$ cat src/rtl/ps2_host_phy_pkg.sv
// Shared definitions for the PS/2 host PHY: FSM states, frame bit indices, helpers.
// Latency: n/a (types, constants and pure functions only).
// Backpressure: n/a.
package ps2_host_phy_pkg;

    // Protocol engine states
    typedef enum logic [2:0] {
        ST_IDLE    = 3'd0,
        ST_RX      = 3'd1,
        ST_TX_INH  = 3'd2,
        ST_TX_RTS  = 3'd3,
        ST_TX_BITS = 3'd4,
        ST_TX_ACK  = 3'd5,
        ST_TX_WAIT = 3'd6
    } state_t;

    // Bit positions after the start bit: 0..7 data, 8 parity, 9 stop
    localparam logic [3:0] BIT_PARITY = 4'd8;
    localparam logic [3:0] BIT_STOP   = 4'd9;

    // Cycle count for a duration in microseconds at a given clock rate
    function automatic int us_to_cyc(input int clk_rate, input int us);
        return (clk_rate / 1000000) * us;
    endfunction

    // Parity bit that makes the nine transmitted bits contain an odd number of ones
    function automatic logic odd_parity(input logic [7:0] b);
        return ~(^b);
    endfunction

endpackage

$ cat src/rtl/ps2_host_phy_line_filter.sv
// Conditions one asynchronous PS/2 pin: 2-flop synchroniser then a run-length glitch filter.
// Latency: 2 sync cycles + FILTER_LEN cycles from pin change to lvl change.
// Backpressure: none; free-running sampler.
module ps2_host_phy_line_filter #(
    parameter int FILTER_LEN = 4
) (
    input  logic clk,
    input  logic reset,
    input  logic pin_in,
    output logic lvl
);

    localparam int CW = $clog2(FILTER_LEN + 1);

    logic          sync1_q, sync1_d;
    logic          sync2_q, sync2_d;
    logic          filt_q,  filt_d;
    logic [CW-1:0] cnt_q,   cnt_d;

    // Accept a new level only after FILTER_LEN consecutive synced samples disagree with the current one
    always_comb begin
        sync1_d = pin_in;
        sync2_d = sync1_q;
        filt_d  = filt_q;
        cnt_d   = '0;
        if (sync2_q != filt_q) begin
            if (cnt_q == CW'(FILTER_LEN - 1)) begin
                filt_d = sync2_q;
            end else begin
                cnt_d = cnt_q + CW'(1);
            end
        end
    end

    // Idle bus is high, so the synchroniser and filter come out of reset released
    always_ff @(posedge clk or negedge reset) begin
        if (!reset) begin
            sync1_q <= 1'b1;
            sync2_q <= 1'b1;
            filt_q  <= 1'b1;
            cnt_q   <= '0;
        end else begin
            sync1_q <= sync1_d;
            sync2_q <= sync2_d;
            filt_q  <= filt_d;
            cnt_q   <= cnt_d;
        end
    end

    assign lvl = filt_q;

endmodule

$ cat src/rtl/ps2_host_phy.sv
// PS/2 host bit engine: device frames -> bytes, bytes -> host-to-device frames with ack check.
// Latency: produce 1 cycle after the filtered stop-bit fall; consume 1 cycle after IDLE accepts.
// Backpressure: a byte is taken only in IDLE with the clock line high; RX start has priority.
module ps2_host_phy
    import ps2_host_phy_pkg::*;
#(
    parameter int CLK_RATE   = 50000000,
    parameter int INHIBIT_US = 100,
    parameter int TIMEOUT_US = 2000,
    parameter int FILTER_LEN = 4
) (
    input  logic       clk,
    input  logic       reset,
    input  logic       ps2_clk_in,
    output logic       ps2_clk_pd,
    input  logic       ps2_dat_in,
    output logic       ps2_dat_pd,
    input  logic [7:0] bs_data_in,
    input  logic       bs_data_in_valid,
    output logic       bs_data_in_consume,
    output logic [7:0] bs_data_out,
    output logic       bs_data_out_produce,
    output logic       rx_err,
    output logic       tx_err
);

    localparam int INH_CYC = us_to_cyc(CLK_RATE, INHIBIT_US);
    localparam int TO_CYC  = us_to_cyc(CLK_RATE, TIMEOUT_US);
    localparam int MAX_CYC = (INH_CYC > TO_CYC) ? INH_CYC : TO_CYC;
    localparam int CNT_W   = $clog2(MAX_CYC) + 1;

    // Inhibit load is two short: the final inhibit cycle is spent in TX_RTS with data already low
    localparam logic [CNT_W-1:0] INH_LOAD = CNT_W'((INH_CYC >= 2) ? (INH_CYC - 2) : 0);
    localparam logic [CNT_W-1:0] TO_LOAD  = CNT_W'(TO_CYC - 1);

    logic clk_lvl;
    logic dat_lvl;
    logic clk_fall;

    ps2_host_phy_line_filter #(.FILTER_LEN(FILTER_LEN)) u_clk_filt (
        .clk    (clk),
        .reset  (reset),
        .pin_in (ps2_clk_in),
        .lvl    (clk_lvl)
    );

    ps2_host_phy_line_filter #(.FILTER_LEN(FILTER_LEN)) u_dat_filt (
        .clk    (clk),
        .reset  (reset),
        .pin_in (ps2_dat_in),
        .lvl    (dat_lvl)
    );

    state_t           state_q,   state_d;
    logic [CNT_W-1:0] cnt_q,     cnt_d;
    logic [3:0]       bitcnt_q,  bitcnt_d;
    logic [7:0]       rx_sh_q,   rx_sh_d;
    logic             rx_par_q,  rx_par_d;
    logic [9:0]       tx_sh_q,   tx_sh_d;
    logic             clk_prev_q, clk_prev_d;
    logic             clk_pd_q,  clk_pd_d;
    logic             dat_pd_q,  dat_pd_d;
    logic [7:0]       out_q,     out_d;
    logic             produce_q, produce_d;
    logic             consume_q, consume_d;
    logic             rx_err_q,  rx_err_d;
    logic             tx_err_q,  tx_err_d;

    logic             cnt_zero;
    logic [CNT_W-1:0] cnt_dec;

    assign clk_fall = clk_prev_q & ~clk_lvl;
    assign cnt_zero = (cnt_q == '0);
    assign cnt_dec  = cnt_q - CNT_W'(1);

    // Next-state, shifter, counter and registered-output logic of the frame engine
    always_comb begin
        state_d    = state_q;
        cnt_d      = cnt_q;
        bitcnt_d   = bitcnt_q;
        rx_sh_d    = rx_sh_q;
        rx_par_d   = rx_par_q;
        tx_sh_d    = tx_sh_q;
        clk_prev_d = clk_lvl;
        clk_pd_d   = clk_pd_q;
        dat_pd_d   = dat_pd_q;
        out_d      = out_q;
        produce_d  = 1'b0;
        consume_d  = 1'b0;
        rx_err_d   = 1'b0;
        tx_err_d   = 1'b0;

        case (state_q)
            ST_IDLE: begin
                clk_pd_d = 1'b0;
                dat_pd_d = 1'b0;
                // A device start bit beats a pending TX byte; the byte stays upstream
                if (clk_fall && !dat_lvl) begin
                    state_d  = ST_RX;
                    bitcnt_d = '0;
                    cnt_d    = TO_LOAD;
                end else if (bs_data_in_valid && clk_lvl) begin
                    tx_sh_d   = {1'b1, odd_parity(bs_data_in), bs_data_in};
                    consume_d = 1'b1;
                    clk_pd_d  = 1'b1;
                    cnt_d     = INH_LOAD;
                    state_d   = ST_TX_INH;
                end
            end

            ST_RX: begin
                if (clk_fall) begin
                    cnt_d    = TO_LOAD;
                    bitcnt_d = bitcnt_q + 4'd1;
                    if (bitcnt_q < BIT_PARITY) begin
                        rx_sh_d = {dat_lvl, rx_sh_q[7:1]};
                    end else if (bitcnt_q == BIT_PARITY) begin
                        rx_par_d = dat_lvl;
                    end else begin
                        if ((^{rx_sh_q, rx_par_q}) && dat_lvl) begin
                            out_d     = rx_sh_q;
                            produce_d = 1'b1;
                        end else begin
                            rx_err_d = 1'b1;
                        end
                        state_d = ST_IDLE;
                    end
                end else if (cnt_zero) begin
                    rx_err_d = 1'b1;
                    clk_pd_d = 1'b0;
                    dat_pd_d = 1'b0;
                    state_d  = ST_IDLE;
                end else begin
                    cnt_d = cnt_dec;
                end
            end

            ST_TX_INH: begin
                if (cnt_zero) begin
                    dat_pd_d = 1'b1;
                    state_d  = ST_TX_RTS;
                end else begin
                    cnt_d = cnt_dec;
                end
            end

            ST_TX_RTS: begin
                // Data is low; releasing the clock hands the bus to the device
                clk_pd_d = 1'b0;
                bitcnt_d = '0;
                cnt_d    = TO_LOAD;
                state_d  = ST_TX_BITS;
            end

            ST_TX_BITS: begin
                if (clk_fall) begin
                    cnt_d    = TO_LOAD;
                    dat_pd_d = ~tx_sh_q[bitcnt_q];
                    bitcnt_d = bitcnt_q + 4'd1;
                    if (bitcnt_q == BIT_STOP) begin
                        state_d = ST_TX_ACK;
                    end
                end else if (cnt_zero) begin
                    tx_err_d = 1'b1;
                    clk_pd_d = 1'b0;
                    dat_pd_d = 1'b0;
                    state_d  = ST_IDLE;
                end else begin
                    cnt_d = cnt_dec;
                end
            end

            ST_TX_ACK: begin
                if (clk_fall) begin
                    tx_err_d = dat_lvl;
                    cnt_d    = TO_LOAD;
                    state_d  = ST_TX_WAIT;
                end else if (cnt_zero) begin
                    tx_err_d = 1'b1;
                    clk_pd_d = 1'b0;
                    dat_pd_d = 1'b0;
                    state_d  = ST_IDLE;
                end else begin
                    cnt_d = cnt_dec;
                end
            end

            ST_TX_WAIT: begin
                if (clk_lvl && dat_lvl) begin
                    state_d = ST_IDLE;
                end else if (cnt_zero) begin
                    tx_err_d = 1'b1;
                    clk_pd_d = 1'b0;
                    dat_pd_d = 1'b0;
                    state_d  = ST_IDLE;
                end else begin
                    cnt_d = cnt_dec;
                end
            end

            default: begin
                clk_pd_d = 1'b0;
                dat_pd_d = 1'b0;
                state_d  = ST_IDLE;
            end
        endcase
    end

    // Single state register; async reset releases both lines immediately
    always_ff @(posedge clk or negedge reset) begin
        if (!reset) begin
            state_q    <= ST_IDLE;
            cnt_q      <= '0;
            bitcnt_q   <= '0;
            rx_sh_q    <= '0;
            rx_par_q   <= 1'b0;
            tx_sh_q    <= '0;
            clk_prev_q <= 1'b1;
            clk_pd_q   <= 1'b0;
            dat_pd_q   <= 1'b0;
            out_q      <= '0;
            produce_q  <= 1'b0;
            consume_q  <= 1'b0;
            rx_err_q   <= 1'b0;
            tx_err_q   <= 1'b0;
        end else begin
            state_q    <= state_d;
            cnt_q      <= cnt_d;
            bitcnt_q   <= bitcnt_d;
            rx_sh_q    <= rx_sh_d;
            rx_par_q   <= rx_par_d;
            tx_sh_q    <= tx_sh_d;
            clk_prev_q <= clk_prev_d;
            clk_pd_q   <= clk_pd_d;
            dat_pd_q   <= dat_pd_d;
            out_q      <= out_d;
            produce_q  <= produce_d;
            consume_q  <= consume_d;
            rx_err_q   <= rx_err_d;
            tx_err_q   <= tx_err_d;
        end
    end

    assign ps2_clk_pd          = clk_pd_q;
    assign ps2_dat_pd          = dat_pd_q;
    assign bs_data_in_consume  = consume_q;
    assign bs_data_out         = out_q;
    assign bs_data_out_produce = produce_q;
    assign rx_err              = rx_err_q;
    assign tx_err              = tx_err_q;

endmodule
$ cat config.mk
export PLATFORM = sky130hd
export DESIGN_NAME = ps2_host_phy
export DESIGN_NICKNAME = d
export VERILOG_FILES = /design/src/rtl/ps2_host_phy_pkg.sv /design/src/rtl/ps2_host_phy_line_filter.sv /design/src/rtl/ps2_host_phy.sv
export SDC_FILE = /design/constraint.sdc
export NUM_CORES = 1
export LEC_CHECK = 0
export CORE_UTILIZATION = 59
export CTS_BUF_LIST = sky130_fd_sc_hd__clkbuf_16
export DETAILED_ROUTE_END_ITERATION = 7
export PLACE_DENSITY = 0.88
export SYNTH_ARGS = -nofsm -noshare
export SYNTH_HDL_FRONTEND = slang
export SYNTH_SLANG_ARGS = --single-unit
$ cat constraint.sdc
create_clock -name clk -period 2.6 [get_ports clk]
set_input_delay 0.26 -clock clk [delete_from_list [all_inputs] [get_ports clk]]
set_output_delay 0.26 -clock clk [all_outputs]
set_load 0.1 [all_outputs]
# Word-level counts from Yosys, hierarchy flattened
# Cells that the tools add are included.
# W data, S select, Z words.
# word_totals
ff_bits	71
input_bits	13
out_inout_bits	14
elab_cells	139
# classes
n_addsub	4
order_cmp	2
eq_ne	22
muxes	55
n_bitwise	9
reduce_logical	25
# ops
operator	n
$mux W18	5
$pmux W18 S5	1
$mux W3	15
$mux W1	26
$pmux W3 S7	1
$logic_not A18 Y1	1
$sub A18 B1 Y18 const B	1
$reduce_and A3 Y1	5
$eq A3 B2 Y1 const B	4
$ne A3 B3 Y1 const B	4
$pmux W4 S3	1
$ne A2 B2 Y1 const B	5
$reduce_and A5 Y1	2
$eq A3 B3 Y1 const B	3
$reduce_xor A9 Y1	1
$eq A4 B4 Y1 const B	2
$mux W4	2
$not A1 Y1	8
$reduce_and A4 Y1	2
$reduce_xor A8 Y1	1
$add A3 B1 Y3 const B	2
$lt A4 B5 Y1 const B	1
$pmux W1 S5	1
$reduce_bool A5 Y1	1
16 further kinds	22

# Longest topological paths before layout
# Gate-level depths: netlist of the first run.
# logic_depth
ltp_word	7
depth_mapped	8

# Hierarchy
# From an unflattened synthesis of the first run, not the netlist that was laid out.
# hier_totals
cells_unflattened	370
area_unflattened_um2	3893.7
# modules_own_cells
mod	instances	cells_each	area_each_um2	seq_area_each_um2
ps2_host_phy	1	344	3453.3	1477.7
ps2_host_phy_line_filter	2	13	220.2	153.9

# Worst setup path after synthesis of the first run
# No wires, ideal clock.
# synth_path
path_type	register to register
from	register cnt_q[0]
to	register cnt_q[2]
setup_ns	0.121
arrival_ns	2.104
path_slack_ns	0.375
path_stages_with_launch	9
synth_period_minus_slack_ns	2.225
cell_sequence	dfrtp_1 inv_1 ha_1 or4b_4 or4_1 buf_4 o21ai_0 a21oi_1 o22a_1
# synth_via
elab_chain_cells	4
# synth_rtl
element	line_no	text
start: declaration	ps2_host_phy.sv:55	logic [CNT_W-1:0] cnt_q, cnt_d;
start signal: assignment	ps2_host_phy.sv:228	cnt_q <= cnt_d;
$sub A18 B1 Y18 / $logic_not A18 Y1 (equally long branches)	ps2_host_phy.sv:74, ps2_host_phy.sv:73	
$mux W18 *	--	
$mux W18 (on tied branches)	ps2_host_phy.sv:189, ps2_host_phy.sv:156	
$pmux W18 S5 *	ps2_host_phy.sv:93	case (state_q)
# Every way passes the cells marked *; elsewhere a longest branch is shown, timed or not. The select of a mux whose other input is x is not followed.
# A chain may end at the register's enable or synchronous reset.

# Worst setup path in the final report of the first run
# layout_path
from	register cnt_q[0]
to	register tx_err_q, in the netlist tx_err
# layout_via
elab_chain_cells	4
# layout_rtl
element	line_no	text
$logic_not A18 Y1 *	ps2_host_phy.sv:73	assign cnt_zero = (cnt_q == '0);
$mux W1 *	ps2_host_phy.sv:163, ps2_host_phy.sv:178, ps2_host_phy.sv:191	
$mux W1 (on tied branches)	ps2_host_phy.sv:189, ps2_host_phy.sv:156, ps2_host_phy.sv:174	
$pmux W1 S3 *	ps2_host_phy.sv:93	
via tx_err_d	ps2_host_phy.sv:67	logic tx_err_q, tx_err_d;
end signal: assignment	ps2_host_phy.sv:240	tx_err_q <= tx_err_d;
end: declaration	ps2_host_phy.sv:67	
# Mark *: on every way through the listed nets, which the timed path passes. The rest lies on a longest branch.

==> flow_metrics.py, run 1 <==
metrics = {
    "timing": {
        "period_minus_slack_ns": 2.38,
        "fmax_mhz": 420,
        "finalCritPeriodShare_pct": 91.6,
        "finalSetupTns_ns": 0,
        "worst_clock_skew_ns": 0.00640,
        "slew_viol_final": 0,
        "grt_setup_unrepaired": "false",
        "hold_viol_final": 0,
        "setup_violations": 0,
        "worst_pin_slew_ns": 0.552,
        "slew_headroom_pct": 62.9,
    },
    "synthesis": {
        "yosys_warnings": 0,
        "synth_compound_area_share_pct": 16.6,
        "synth_top_family_by_area": "simple AND/OR/NAND/NOR gates",
        "yosys_register_bits": 71,
        "postSynthAreaPerCell_um2": 10.6,
        "ys_top_cells_by_area": "dfrtp_1 (42%), mux2_2 (8.6%), dfstp_2 (4.8%), xnor2_1 (3.2%), nand3_1 (3.0%)",
        "synth-simple-area-share_pct": 16.7,
        "synth-xor-area-share_pct": 4.05,
        "synth_edf_count": 0,
        "netlist-cell-type-count": 68,
        "syn_nets": 377,
        "yosysSeqAreaShare_pct": 47.0,
        "muxShareOfSynthArea_pct": 10.6,
        "yosys_most_used_dff": "dfrtp_1",
        "synthAdderAreaFrac_pct": 1.97,
        "syn-cell-area_um2": 3800,
        "synthCells": 358,
        "yosysTopAreaCell": "dfrtp_1",
        "yosysTopAreaCellShare_pct": 42.1,
        "synthArstFlopShare_pct": 100,
    },
    "grt": {
        "grt_max_degree": 39,
        "grt_pass1_vias": 2941,
        "antenna_found_initial": 0,
        "overflow": 0,
        "grt_usage_pct": 27.9,
        "grt_first_pass_wirelength_um": 13800,
    },
    "pwr": {
        "p_int_mw": 3.21,
        "pwr_density_cell_nw_per_um2": 1180,
        "vdd_drop_max_mv": 0.864,
        "swShare_pct": 39.2,
        "sequentialPowerShare_pct": 34.4,
        "p_clk_share_pct": 24.5,
        "power.leakage_nw": 1.90,
        "switching_power_mw": 2.07,
        "pwr-share-comb_pct": 41.0,
    },
    "critical_path": {
        "timing.rr.start": "cnt_q[0]",
        "cp_max_fo": 8,
        "critPathArrivalTime_ns": 2.61,
        "r2r.worst_path.cells": 7,
        "endpoint_kind": "flop",
        "crit_required_ns": 2.82,
        "cp-start-kind": "flop",
        "reg2reg_to": "tx_err",
        "crit_type": "flop to flop",
        "reg2reg_slack_ns": 0.22,
    },
    "floorplan": {
        "core_um2": 6060,
        "die_h_um": 82.3,
        "die_w_um": 82.3,
        "ios": 27,
        "fp-row-count": 28,
        "die-area_um2": 6770,
        "initial_core_util_pct": 62.7,
    },
    "cts": {
        "clock_path_buffers": 2,
        "cts_tree": "built",
        "cts.sinks": 71,
        "clk_latency_ns": 0.33,
        "htree_levels": 3,
        "clk_pin_slew_ns": 0.06,
        "root_buffer": "clkbuf_16",
        "cts_made_buffers": 9,
    },
    "route": {
        "viasPerCell": 6.63,
        "drc": 0,
        "drt_iter0_markers": 236,
        "wirelength_met1_um": 3500,
        "wl_met3_um": 529,
        "wl_um": 8440,
        "top_layer_used": "met4",
        "dr.pass1.iters": 5,
        "wl_per_cell_um": 17.9,
        "wl_met2_um": 4140,
        "vias": 3128,
        "ant_nets": 0,
    },
    "final_layout": {
        "fill_cells": 410,
        "antenna_cells": 0,
        "regArea_um2": 1790,
        "multi_input_area_um2": 1900,
        "design_area_um2": 4480,
        "nets": 411,
        "area_growth_pct": 17.8,
        "drive_above_1_share_pct": 23.9,
    },
    "run_status": {
        "status": "finished, final reports clean",
    },
    "place": {
        "dpl.hpwl_um": 5820,
        "gp_congestion": 0.932,
        "placed_area_um2": 4150,
        "portBuffers": 26,
    },
    "worst_hold_path": {
        "holdPathStages": 1,
        "min_from": "ps2_clk_in",
        "hold_path.class": "primary input to flop",
        "whs_endpoint": "u_clk_filt.sync1_q",
    },
    "run": {
        "cap_violations": 0,
    },
}
==> synthesized netlist by cell type (all sizes together) (6+ instances only) <==
library cell / count
a21oi: 15
buf: 6
clkbuf: 14
dfrtp: 64
dfstp: 7
ha: 6
inv: 9
mux2: 29
nand2: 21
nand3: 23
nor2: 13
nor3: 11
nor3b: 8
o21ai: 23
or3: 7
xnor2: 14
==> sequential cells by signal, summed over array words and instances (netlist names), 3 cells and up <==
signal and count:
cnt_q 18, bs_data_out 8, u_clk_filt.cnt_q 3, bitcnt_q 4, rx_sh_q 8, tx_sh_q 10
state_q 3, u_dat_filt.cnt_q 3
==> worst max-delay path by stage <==
stage	from	to	slack, ns	depth (start not counted)
floorplan	cnt_q[0]	cnt_q[2]	0.37	8
global placement	cnt_q[0]	cnt_q[11]	0.19	7
detailed placement	cnt_q[0]	cnt_q[9]	0.12	7
CTS	cnt_q[0]	tx_err	0.10	7
global route	cnt_q[0]	tx_err	0.09	7
finish	cnt_q[0]	tx_err	0.22	7
==> final cells by class <==
| cell class | count | share of cell area, % |
|---|---|---|
| Multi-Input combinational cell | 258 | 42.5 |
| Sequential cell | 71 | 39.9 |
| Timing Repair Buffer | 43 | 7.82 |
| Clock buffer | 9 | 5.03 |
| Tap cell | 75 | 2.09 |
| Clock inverter | 7 | 1.98 |
| Inverter | 9 | 0.754 |
==> worst max-delay path, stage by stage, from the launching register on <==
cell and delay, ns:
dfrtp_1 0.40, inv_1 0.07, ha_1 0.19, or4b_4 0.52
or4_4 0.53, nor2_4 0.22, nand3_1 0.09, a21boi_0 0.25
==> routing by layer <==
metal	track usage, %	vias to the layer above
met5	0	-
met4	17.4	0
met3	4.40	30
met2	44.4	170
met1	35.8	1514
li1	-	1414
==> power by group through the flow <==
stage	Sequential [mW]	Clock, mW	Combinational, mW
final	1.82	1.30	2.17
after global routing	1.87	1.35	2.35
after CTS	1.81	1.30	2.14
after detailed placement	1.82	0	2.12
after global placement	1.79	0	2.05
after floorplan	1.74	0	1.61
==> layout by cell type, fill, tap and decap left out, types with 6 or more instances in the layout <==
cell type | Yosys | routed
clkbuf_16 | 0 | 9
or3_1 | 7 | 7
nor3b_1 | 8 | 8
o21ai_0 | 20 | 20
a21oi_1 | 15 | 15
inv_1 | 9 | 10
nand2_1 | 21 | 21
ha_1 | 6 | 6
nor2_1 | 12 | 12
buf_4 | 1 | 30
nand3_1 | 23 | 23
clkdlybuf4s50_1 | 0 | 11
dfrtp_1 | 64 | 64
xnor2_1 | 14 | 14
dfstp_2 | 7 | 7
mux2_2 | 29 | 29
nor3_1 | 11 | 11
==> repair_timing <==
| action | CTS | global route |
|---|---|---|
| endpoints found under the setup margin | 0 | 6 |
| buffers inserted | 0 | 0 |
| gates resized for setup | 0 | 1 |
| hold endpoints to repair | 26 | 0 |
| hold buffers | 1 | 0 |
==> through the flow <==
stage          utilization [%]  std cells  power [mW]  setup WS [ns]  hold slack (ns)
2_1_floorplan                -        358        3.35          0.375          -0.0356
3_3_place_gp              68.5        455        3.84          0.192            0.321
3_5_place_dp              68.5        455        3.95          0.122            0.317
4_1_cts                   73.8        472        5.24          0.104            0.330
5_1_grt                   73.9        472        5.56         0.0887            0.344
6_report                  73.9        472        5.29          0.219            0.330
==> kinds of logic after synthesis <==
logic type                 Yosys count
DFF                                 71
xor gates and xnor gates            16
adders and majority gates            6
buffers and inverters               29
muxes                               34
AOI/OAI and AO/OA                   89
and+or+nand+nor                    113
(Power assumes the default switching activity.)
==> run 2, diff against run 1 <==
--- a/config.mk
+++ b/config.mk
@@ -5,6 +5,7 @@
 export SDC_FILE = /design/constraint.sdc
 export NUM_CORES = 1
 export LEC_CHECK = 0
+export CORE_MARGIN = 2
 export CORE_UTILIZATION = 59
 export CTS_BUF_LIST = sky130_fd_sc_hd__clkbuf_16
 export DETAILED_ROUTE_END_ITERATION = 7
==> run 2 against run 1 <==
Net effect:
- register-to-register slack got worse by 0.03 ns
- combinational power barely moved
- utilization down 2.2 points
- die area rose by 4.9%
==> flow_metrics.py, run 2 (synthesis gave the netlist of run 1 again) <==
metrics = {
    "grt": {
        "use_met1_pct": 33.0,
        "use_met3_pct": 4.72,
        "met2_usage_pct": 40.2,
        "grt_max_degree": 44,
        "grt_first_pass_wirelength_um": 14100,
        "grt_usage_pct": 25.0,
        "grt_pass1_vias": 2972,
        "overflow": 0,
        "antenna_found_initial": 0,
        "grt-busiest-layer": "met2",
    },
    "floorplan": {
        "core_um2": 6280,
        "fp-row-count": 29,
        "initial_core_util_pct": 60.6,
        "die_h_um": 84.3,
        "ios": 27,
        "die_w_um": 84.3,
        "die-area_um2": 7100,
    },
    "final_layout": {
        "nets": 411,
        "postLayoutCoreUtil_pct": 71.7,
        "fill_cells": 453,
        "antenna_cells": 0,
        "regArea_um2": 1790,
        "design_area_um2": 4500,
        "layout.cells.most_common": "dfrtp_1",
        "area_growth_pct": 18.4,
        "layout_common_cells": "dfrtp_1 (64), mux2_2 (29), buf_4 (29)",
        "drive_above_1_share_pct": 24.2,
        "top_register": "cnt_q",
        "multi_input_area_um2": 1900,
        "largest_reg_flops": 18,
        "top_regs": "cnt_q x18, tx_sh_q x10",
    },
    "timing": {
        "hold_viol_final": 0,
        "period_minus_slack_ns": 2.41,
        "slew_headroom_pct": 55.4,
        "worst_pin_slew_ns": 0.669,
        "finalCritPeriodShare_pct": 92.6,
        "grt_setup_unrepaired": "false",
        "fmax_mhz": 415,
        "slew_viol_final": 0,
        "setup_violations": 0,
        "hold_slack_ns": 0.329,
        "finalSetupTns_ns": 0,
        "worst_clock_skew_ns": 0.00668,
    },
    "worst_hold_path": {
        "min_from": "ps2_clk_in",
        "hold_path.class": "primary input to flop",
        "holdPathStages": 1,
        "whs_endpoint": "u_clk_filt.sync1_q",
    },
    "cts": {
        "clk_latency_ns": 0.33,
        "cts_made_buffers": 9,
        "root_buffer": "clkbuf_16",
        "cts_tree": "built",
        "clk_pin_slew_ns": 0.06,
        "htree_levels": 3,
        "clock_path_buffers": 2,
        "cts.sinks": 71,
        "cts_setup_buffers": 0,
    },
    "critical_path": {
        "cp_max_fo": 8,
        "reg2reg_to": "state_q[0]",
        "r2r.worst_path.cells": 7,
        "crit_type": "flop to flop",
        "reg2reg_slack_ns": 0.19,
        "timing.rr.start": "cnt_q[0]",
        "critPathArrivalTime_ns": 2.63,
        "endpoint_kind": "flop",
        "cp-start-kind": "flop",
        "crit_required_ns": 2.82,
    },
    "route": {
        "wl_per_cell_um": 17.5,
        "dr.pass1.iters": 5,
        "wl_um": 8290,
        "vias": 3082,
        "drc": 0,
        "drt_iter0_markers": 369,
        "viasPerCell": 6.50,
        "ant_nets": 0,
    },
    "place": {
        "placed_area_um2": 4170,
        "dpl.hpwl_um": 5730,
        "portBuffers": 26,
        "gp_congestion": 0.914,
    },
    "pwr": {
        "vdd_drop_max_mv": 0.673,
        "p_int_mw": 3.24,
        "pwr_density_cell_nw_per_um2": 1190,
        "sequentialPowerShare_pct": 34.1,
        "switching_power_mw": 2.10,
        "pwr-share-comb_pct": 41.3,
        "p_clk_share_pct": 24.7,
        "swShare_pct": 39.4,
        "power.leakage_nw": 1.91,
    },
    "run_status": {
        "status": "finished, final reports clean",
    },
    "run": {
        "cap_violations": 0,
    },
}
## run 2: worst max path at each step
| stage | from | end | slack, ns | cells after the start |
|---|---|---|---|---|
| floorplan | cnt_q[0] | cnt_q[2] | 0.37 | 8 |
| global placement | cnt_q[0] | tx_err | 0.15 | 7 |
| detailed placement | cnt_q[0] | cnt_q[11] | 0.10 | 7 |
| CTS | cnt_q[0] | tx_err | 0.08 | 7 |
| global route | cnt_q[1] | tx_err | 0.07 | 7 |
| finish | cnt_q[0] | state_q[0] | 0.19 | 7 |
## run 2: timing repair
item                                    CTS  global route
gates resized for setup                   0             1
hold buffers                              1             0
endpoints found under the setup margin    0            10
hold endpoints to repair                 25             0
## run 2: power groups by stage
stage / Clock [mW] / Combinational [mW] / Sequential, mW
2_1_floorplan: 0 / 1.61 / 1.74
3_3_place_gp: 0 / 2.05 / 1.80
3_5_place_dp: 0 / 2.14 / 1.82
4_1_cts: 1.34 / 2.17 / 1.81
5_1_grt: 1.38 / 2.40 / 1.87
6_report: 1.32 / 2.20 / 1.82
## run 2: metal layers
layer  up-vias  wire [um]
met5         -          0
met4         0        259
met3        28        529
met2       146       4090
met1      1497       3410
li1       1411          -
## run 2: metrics by stage
stage	setup WS, ns	power, mW	instances
final	0.191	5.34	474
after global routing	0.0744	5.64	474
after CTS	0.0759	5.31	474
after detailed placement	0.104	3.96	457
after global placement	0.153	3.85	457
after floorplan	0.375	3.35	358
## run 2: layout make-up
cell class	count	area share [%]
clock inverter	7	2.11
inverter	9	0.751
timing repair buffer	43	8.06
multi-input combinational	258	42.3
clock buffer	9	5.00
sequential	71	39.7
tap	77	2.14
## run 2: worst max-delay path, cell delays in order (launching register included)
cell,delay (ns)
dfrtp_1,0.40
inv_1,0.07
ha_1,0.19
or4b_4,0.53
or4_4,0.53
nor2_4,0.23
nand2_1,0.08
a221oi_1,0.27
